==> config.mk <==
export PLATFORM = sky130hd
export DESIGN_NAME = nibble_serial_subtractor_flat
export DESIGN_NICKNAME = d
export VERILOG_FILES = /design/src/rtl/nibble_serial_subtractor_if.sv /design/src/rtl/nibble_serial_subtractor.sv /design/src/flat_wrapper.sv
export SDC_FILE = /design/constraint.sdc
export NUM_CORES = 1
export LEC_CHECK = 0
export CAP_MARGIN = 10
export CELL_PAD_IN_SITES_DETAIL_PLACEMENT = 1
export CELL_PAD_IN_SITES_GLOBAL_PLACEMENT = 1
export CORE_ASPECT_RATIO = 2
export CORE_MARGIN = 2
export CORE_UTILIZATION = 38
export CTS_BUF_LIST = sky130_fd_sc_hd__clkbuf_8
export DETAILED_ROUTE_END_ITERATION = 10
export GPL_TIMING_DRIVEN = 0
export MAX_ROUTING_LAYER = met4
export PLACE_DENSITY_LB_ADDON = 0.1
export SYNTH_ARGS = -nofsm -noshare
export SYNTH_HDL_FRONTEND = slang
export SYNTH_SLANG_ARGS = --single-unit
==> constraint.sdc <==
create_clock -name clk -period 3.9 [get_ports clk]
set_clock_uncertainty 0.05 [all_clocks]
set_input_delay 0.585 -clock clk [delete_from_list [all_inputs] [get_ports clk]]
set_output_delay 0.585 -clock clk [all_outputs]
set_load 0.05 [all_outputs]
==> src/rtl/nibble_serial_subtractor_if.sv <==
// Operand/result handshake bundle for the nibble-serial subtractor.
// The master side supplies operands and consumes results; the slave side is the subtractor.
interface nibble_serial_subtractor_if #(
    parameter int WIDTH = 16
);
    logic             in_valid;
    logic             in_ready;
    logic [WIDTH-1:0] a;
    logic [WIDTH-1:0] b;
    logic             bin;
    logic             out_valid;
    logic             out_ready;
    logic [WIDTH-1:0] diff;
    logic             bout;
    logic             zero;

    modport master (
        output in_valid, a, b, bin, out_ready,
        input  in_ready, out_valid, diff, bout, zero
    );

    modport slave (
        input  in_valid, a, b, bin, out_ready,
        output in_ready, out_valid, diff, bout, zero
    );
endinterface

==> src/rtl/nibble_serial_subtractor.sv <==
// Multi-cycle unsigned subtractor: computes a - b - bin one 4-bit slice per clock
// through a ripple-borrow cell, with valid/ready handshakes on both sides.
module nibble_serial_subtractor #(
    parameter int WIDTH = 16
) (
    input  logic                          clk,
    input  logic                          rst,
    nibble_serial_subtractor_if.slave     bus
);
    localparam int NSLICE = WIDTH / 4;
    localparam int IDXW   = $clog2(NSLICE + 1);

    typedef enum logic [1:0] {
        IDLE = 2'd0,
        RUN  = 2'd1,
        DONE = 2'd2
    } state_t;

    state_t           state_q, state_d;
    logic [IDXW-1:0]  idx_q, idx_d;
    logic [WIDTH-1:0] a_q, a_d;
    logic [WIDTH-1:0] b_q, b_d;
    logic             c_q, c_d;
    logic [WIDTH-1:0] diff_q, diff_d;
    logic             bout_q, bout_d;
    logic             zero_q, zero_d;

    logic [3:0]       a_cur;
    logic [3:0]       b_cur;
    logic [3:0]       d_cell;
    logic [4:0]       cc;

    // 4-bit ripple cell: a + ~b + c, where carry-out high means "no borrow".
    assign cc[0] = c_q;
    generate
        for (genvar gi = 0; gi < 4; gi++) begin : g_cell
            logic nb;
            logic p;
            assign nb         = ~b_cur[gi];
            assign p          = a_cur[gi] ^ nb;
            assign d_cell[gi] = p ^ cc[gi];
            assign cc[gi+1]   = (a_cur[gi] & nb) | (p & cc[gi]);
        end
    endgenerate

    always_comb begin
        a_cur = '0;
        b_cur = '0;
        for (int k = 0; k < NSLICE; k++) begin
            if (idx_q == IDXW'(k)) begin
                a_cur = a_q[4*k +: 4];
                b_cur = b_q[4*k +: 4];
            end
        end
    end

    always_comb begin
        state_d = state_q;
        idx_d   = idx_q;
        a_d     = a_q;
        b_d     = b_q;
        c_d     = c_q;
        diff_d  = diff_q;
        bout_d  = bout_q;
        zero_d  = zero_q;

        case (state_q)
            IDLE: begin
                if (bus.in_valid) begin
                    a_d     = bus.a;
                    b_d     = bus.b;
                    c_d     = ~bus.bin;
                    idx_d   = '0;
                    state_d = RUN;
                end
            end
            RUN: begin
                // The extra edge after the last slice derives the flags from the
                // registered difference, keeping zero detect off the ripple path.
                if (idx_q == IDXW'(NSLICE)) begin
                    bout_d  = ~c_q;
                    zero_d  = (diff_q == '0);
                    state_d = DONE;
                end else begin
                    for (int k = 0; k < NSLICE; k++) begin
                        if (idx_q == IDXW'(k)) begin
                            diff_d[4*k +: 4] = d_cell;
                        end
                    end
                    c_d   = cc[4];
                    idx_d = idx_q + IDXW'(1);
                end
            end
            DONE: begin
                if (bus.out_ready) begin
                    state_d = IDLE;
                end
            end
            default: begin
                state_d = IDLE;
            end
        endcase
    end

    always_ff @(posedge clk) begin
        if (rst) begin
            state_q <= IDLE;
            idx_q   <= '0;
            a_q     <= '0;
            b_q     <= '0;
            c_q     <= 1'b0;
            diff_q  <= '0;
            bout_q  <= 1'b0;
            zero_q  <= 1'b0;
        end else begin
            state_q <= state_d;
            idx_q   <= idx_d;
            a_q     <= a_d;
            b_q     <= b_d;
            c_q     <= c_d;
            diff_q  <= diff_d;
            bout_q  <= bout_d;
            zero_q  <= zero_d;
        end
    end

    assign bus.in_ready  = (state_q == IDLE);
    assign bus.out_valid = (state_q == DONE);
    assign bus.diff      = diff_q;
    assign bus.bout      = bout_q;
    assign bus.zero      = zero_q;
endmodule

==> src/flat_wrapper.sv <==
// flat-port wrapper written by rule: the top's interface ports become plain ports
module nibble_serial_subtractor_flat 
#(
    parameter int WIDTH = 16
)
  (clk, rst, bus_in_valid, bus_a, bus_b, bus_bin, bus_out_ready, bus_in_ready, bus_out_valid, bus_diff, bus_bout, bus_zero);
  nibble_serial_subtractor_if #(.WIDTH(WIDTH)) bus_i ();
  input  logic clk;
  input  logic rst;
  input wire logic [$bits(bus_i.in_valid)-1:0] bus_in_valid;
  input wire logic [$bits(bus_i.a)-1:0] bus_a;
  input wire logic [$bits(bus_i.b)-1:0] bus_b;
  input wire logic [$bits(bus_i.bin)-1:0] bus_bin;
  input wire logic [$bits(bus_i.out_ready)-1:0] bus_out_ready;
  output wire logic [$bits(bus_i.in_ready)-1:0] bus_in_ready;
  output wire logic [$bits(bus_i.out_valid)-1:0] bus_out_valid;
  output wire logic [$bits(bus_i.diff)-1:0] bus_diff;
  output wire logic [$bits(bus_i.bout)-1:0] bus_bout;
  output wire logic [$bits(bus_i.zero)-1:0] bus_zero;
  assign bus_i.in_valid = bus_in_valid;
  assign bus_i.a = bus_a;
  assign bus_i.b = bus_b;
  assign bus_i.bin = bus_bin;
  assign bus_i.out_ready = bus_out_ready;
  assign bus_in_ready = bus_i.in_ready;
  assign bus_out_valid = bus_i.out_valid;
  assign bus_diff = bus_i.diff;
  assign bus_bout = bus_i.bout;
  assign bus_zero = bus_i.zero;
  nibble_serial_subtractor #(.WIDTH(WIDTH)) u_core (.clk(clk), .rst(rst), .bus(bus_i));
endmodule
# Word-level counts from Yosys, hierarchy flattened
# Index checks and enable logic that the tools add are counted.
# Widths: inputs -> output; s select.
[word_totals]
ram_bits = 0
mem_count = 0
reg_bits = 56
mem_bits_ro = 0
latchBits = 0
output_inout_bits = 20
[classes]
shift = 0
bitwise_logic = 27
muxes = 18
n_lt_le_gt_ge = 0
n_eq_ne = 10
n_addsub = 1
multipliers = 0
n_div = 0
reduce_logical = 12
[op_table]
columns = ["op", "count"]
rows = [
  ["$mux 4", 8],
  ["$reduce_and 3->1", 6],
  ["$logic_not 16->1", 1],
  ["$and 1x1->1", 8],
  ["$xor 1x1->1", 8],
  ["$not 1->1", 7],
  ["$eq 3x2->1 const B", 2],
  ["$mux 2", 3],
  ["$mux 3", 2],
  ["$ne 2x2->1 const B", 3],
  ["$pmux 2 s3", 1],
  ["$pmux 3 s2", 1],
  ["$or 1x1->1", 4],
  ["$reduce_and 2->1", 2],
  ["$add 3x1->3 const B", 1],
  ["$eq 3x1->1 const B", 1],
  ["$eq 3x3->1 const B", 1],
  ["$logic_not 3->1", 1],
  ["$eq 2x1->1 const B", 1],
  ["$eq 2x2->1 const B", 1],
  ["$logic_not 2->1", 1],
  ["$mux 1", 2],
  ["$ne 2x1->1 const B", 1],
  ["$pmux 1 s2", 1],
  ["$reduce_bool 2->1", 1],
]

# Longest topological paths before layout
# Gate-level depths: netlist of run 1.
[logic_depth]
ltp_word = 17
mapped_depth = 12
depth_no_buf = 11

# Worst setup path after synthesis of run 1
# No wires, ideal clock.
[synth_path]
kind = "reg-to-reg"
from = "reg u_core.idx_q[0]"
to = "reg u_core.diff_q[15], in the netlist u_core.bus.diff[15]"
setup_slack_ps = 513
arrival_time_ps = 3267
path_stages_with_launch = 13
required_time_ps = 3780
cell_sequence = "dfxtp_1 -> inv_1 -> ha_1 -> clkbuf_1 -> a21oi_1 -> o21ai_0 -> a32o_1 -> fa_1 -> fa_1 -> fa_1 -> fa_1 -> nand4_1 -> a21oi_1"
[synth_via]
elab_chain_cells = 14
elab_cells_between_ends = 33
classes_between = "eq/ne (4); mux (8); bitwise (19); reduce/logical (2)"
[synth_rtl]
columns = ["element", "line", "source"]
rows = [
  ["start: declaration", "nibble_serial_subtractor.sv:20", "logic [IDXW-1:0] idx_q, idx_d;"],
  ["start signal: assignment", "nibble_serial_subtractor.sv:117", "idx_q <= idx_d;"],
  ["$logic_not 3->1", "nibble_serial_subtractor.sv:50", "if (idx_q == IDXW'(k)) begin"],
  ["$mux 4 (4 in a row)", "nibble_serial_subtractor.sv:50", ""],
  ["$not 1->1", "nibble_serial_subtractor.sv:39", "assign nb = ~b_cur[gi];"],
  ["$xor 1x1->1", "nibble_serial_subtractor.sv:40", "assign p = a_cur[gi] ^ nb;"],
  ["$and 1x1->1", "nibble_serial_subtractor.sv:42", "assign cc[gi+1] = (a_cur[gi] & nb) | (p & cc[gi]);"],
  ["$or 1x1->1", "nibble_serial_subtractor.sv:42", ""],
  ["$and 1x1->1", "nibble_serial_subtractor.sv:42", ""],
  ["$or 1x1->1", "nibble_serial_subtractor.sv:42", ""],
  ["$and 1x1->1", "nibble_serial_subtractor.sv:42", ""],
  ["$or 1x1->1", "nibble_serial_subtractor.sv:42", ""],
  ["$xor 1x1->1 *", "nibble_serial_subtractor.sv:41", "assign d_cell[gi] = p ^ cc[gi];"],
  ["named net u_core.d_cell[3]", "nibble_serial_subtractor.sv:30", "logic [3:0] d_cell;"],
  ["end signal: assignment", "nibble_serial_subtractor.sv:121", "diff_q <= diff_d;"],
  ["end: declaration", "nibble_serial_subtractor.sv:24", "logic [WIDTH-1:0] diff_q, diff_d;"],
]
# The timed path passes the listed nets; every way through them passes the cells marked *.
# A chain may end at the register's enable or synchronous reset.

# Worst setup path after layout of run 1
# Same ends and word-level chain as after synthesis.

==> results of run 1 <==
## routing by layer
metal	share of wire	GRT usage
met5	0	-
met4	0.027	0.0864
met3	0.028	0.0377
met2	0.52	0.340
met1	0.42	0.248
## placed cells by master (no fill, tap or decap), drive strengths merged, types with 5 or more instances in the layout
cell	n
a21oi	49
clkbuf	26
clkdlybuf4s50	56
dfxtp	56
ha	5
inv	6
mux2i	12
nand2	74
nand2b	11
nand4	5
nor2	15
o21ai	10
## repair_timing
action	CTS	global route
endpoints found under the setup margin	4	4
setup buffers	0	0
resized for setup	1	7
hold buffers	0	0
hold endpoints to repair	0	0
## final timing paths
kind,endpoint,depth (start not counted),slack (ns),from
worst max-delay path,u_core.bus.diff[15],12,0.26,u_core.idx_q[0]
worst min-delay path,u_core.b_q[10],2,0.41,u_core.b_q[10]
worst max register to register,u_core.bus.diff[15],12,0.26,u_core.idx_q[0]
worst min register to register,u_core.b_q[10],2,0.41,u_core.b_q[10]
## area by class of cell
cell class,count,area share
Tap cell,88,0.0333
Timing Repair Buffer,56,0.170
Clock buffer,6,0.0250
Buffer,24,0.0333
Clock inverter,2,0.00227
Sequential cell,56,0.340
Inverter,4,0.00455
Multi-Input combinational cell,221,0.392
## worst register-to-register path: cells and delay by family (launching register included)
family	cells	cell delay, ns
AND/OR/NAND/NOR	2	0.19
buffers and inverters	2	0.32
AO/OA/AOI/OAI	3	0.52
adder cells (fa/ha/maj)	5	2.08
flip-flops	1	0.41
## logic make-up (layout without fill, tap and decap cells)
| group | after synthesis | after routing | synth area share |
|---|---|---|---|
| AND/OR/NAND/NOR | 122 | 122 | 0.223 |
| buffers and inverters | 30 | 92 | 0.0513 |
| adder cells (fa/ha/maj) | 9 | 9 | 0.0562 |
| AO/OA/AOI/OAI | 78 | 78 | 0.180 |
| flip-flops | 56 | 56 | 0.442 |
| multiplexers | 12 | 12 | 0.0474 |
## through the flow
step,instance area [um^2],cells
floorplan,2540,307
global placement,3210,451
detailed placement,3210,451
CTS,3300,458
global route,3300,457
finish,3300,457
## where the power goes
group	switching, mW	internal, mW
Sequential	0.0202	0.605
Clock	0.182	0.140
Combinational	0.170	0.126
Total	0.372	0.872
## flip-flops by register name, summed over array words and instances, names as in the netlist
register,count
u_core.bus.diff,16
u_core.b_q,16
u_core.c_q,1
u_core.a_q,16
u_core.bus.zero,1
u_core.state_q,2
u_core.idx_q,3
u_core.bus.bout,1
==> impl_metrics.py, run 1 <==
metrics = {
    "clocking": {
        "h-tree-depth": 2,
        "cts_sinks": 56,
        "cts_tree": "yes",
        "clock_path_buffers": 2,
        "cts_made_buffers": 5,
        "clk_latency_ns": 0.32,
        "cts_root_buf": "clkbuf_8",
        "cts.clk_slew.worst_paths_ns": 0.10,
    },
    "synth": {
        "synth-seq-cells": 56,
        "synth_area_um2": 2540,
        "syn-num-nets": 353,
        "synth_edf_count": 0,
        "ys_warn_count": 0,
        "async_flop_share": 0,
        "ys_types": 32,
        "synth_top_area_frac": 0.442,
        "synth_most_common_cell": "nand2_1",
        "synth_area_leaders": "dfxtp_1 44%, nand2_1 11%, a21oi_1 9.7%",
        "yosys.area.top_type": "dfxtp_1",
        "ys.flop_type": "dfxtp_1",
        "ys_seq_area_frac": 0.442,
        "syn_avg_cell_area_um2": 8.26,
        "syn_inst": 307,
        "synth_common_cells": "74 x nand2_1, 56 x dfxtp_1, 49 x a21oi_1, 22 x clkbuf_1, 15 x nor2_1",
    },
    "hold_path": {
        "hp-class": "register to register",
    },
    "drt": {
        "vias": 2356,
        "drtIter0Drc": 142,
        "routed_via_density": 5.16,
        "wl_per_cell_um": 15.3,
        "firstDrtPassIters": 4,
        "ant_nets": 0,
        "wl_um": 7000,
        "drc": 0,
    },
    "final_layout": {
        "drive_gt1_frac": 0.0461,
        "multi_input_area_um2": 1290,
        "final_util": 0.507,
        "register_area_um2": 1120,
        "fillers": 841,
        "antennaDiodeCount": 0,
        "nets": 414,
        "area_delta_synth_final_pct": 30.2,
    },
    "timing": {
        "fin_crit_ns": 3.64,
        "timing.slew.headroom": 0.610,
        "fin_ws_ns": 0.263,
        "finalSetupTns_ns": 0,
        "setup_violations": 0,
        "worst_slew_pin_slew_ns": 0.583,
        "rsz0062_at_grt": "false",
        "fin_crit_sh": 0.932,
        "hold_violations": 0,
        "drv_slew": 0,
        "fin_hold_ws_ns": 0.408,
        "fmax_ghz": 0.275,
    },
    "run": {
        "drv_cap": 0,
    },
    "global_route": {
        "grt_antenna_before_repair": 0,
        "grt_max_degree": 18,
        "grt-ovfl-total": 0,
        "grt_pass1_wl_um": 11300,
        "grt_pass1_vias": 2396,
        "grt_usage": 0.210,
    },
    "floorplan": {
        "ios": 57,
        "die_height_um": 120,
        "start_util": 0.389,
        "dieArea_um2": 7380,
        "core_area_um2": 6520,
        "die_x_um": 61.8,
        "rows": 42,
    },
    "setup_path": {
        "required_ns": 4.11,
        "critical-path-top-delay-family": "adder cells",
        "cpMostUsedCell": "fa_1",
        "cp_slowest_cell": "fa_2",
        "path_buf_inv": 2,
        "crit_type": "register to register",
        "crit_path_max_fanout": 10,
        "arrival_ns": 3.84,
        "cp-end-kind": "register",
        "worstPathCellList": "inv_1 > ha_1 > clkbuf_2 > nand2_1 > o21ai_0 > a32o_1 > fa_1 > fa_1 > fa_1 > fa_2 > nand4_1 > a21oi_1",
        "start_kind": "register",
        "crit_path_max_incr_delay_ns": 0.60,
    },
    "power_and_ir_drop": {
        "vdd_drop_max_uv": 189,
        "total_power_mw": 1.24,
        "power.density_nw_per_um2": 377,
        "p_leak_nw": 1.14,
    },
    "placement": {
        "port_buffers": 56,
        "post-place-ws_ns": -0.0165,
        "routabilityCongestion": 0.856,
        "dp_hpwl_um": 5450,
    },
    "run_status": {
        "status": "complete, no violations",
    },
}
Power figures use the tool's default switching activity.
==> run 2, diff against run 1 <==
--- a/config.mk
+++ b/config.mk
@@ -14,6 +14,7 @@
 export CTS_BUF_LIST = sky130_fd_sc_hd__clkbuf_8
 export DETAILED_ROUTE_END_ITERATION = 10
 export GPL_TIMING_DRIVEN = 0
+export HOLD_SLACK_MARGIN = 0.02
 export MAX_ROUTING_LAYER = met4
 export PLACE_DENSITY_LB_ADDON = 0.1
 export SYNTH_ARGS = -nofsm -noshare
==> results of run 2 <==
Final layout, timing and power as in run 1 (identical DEF).
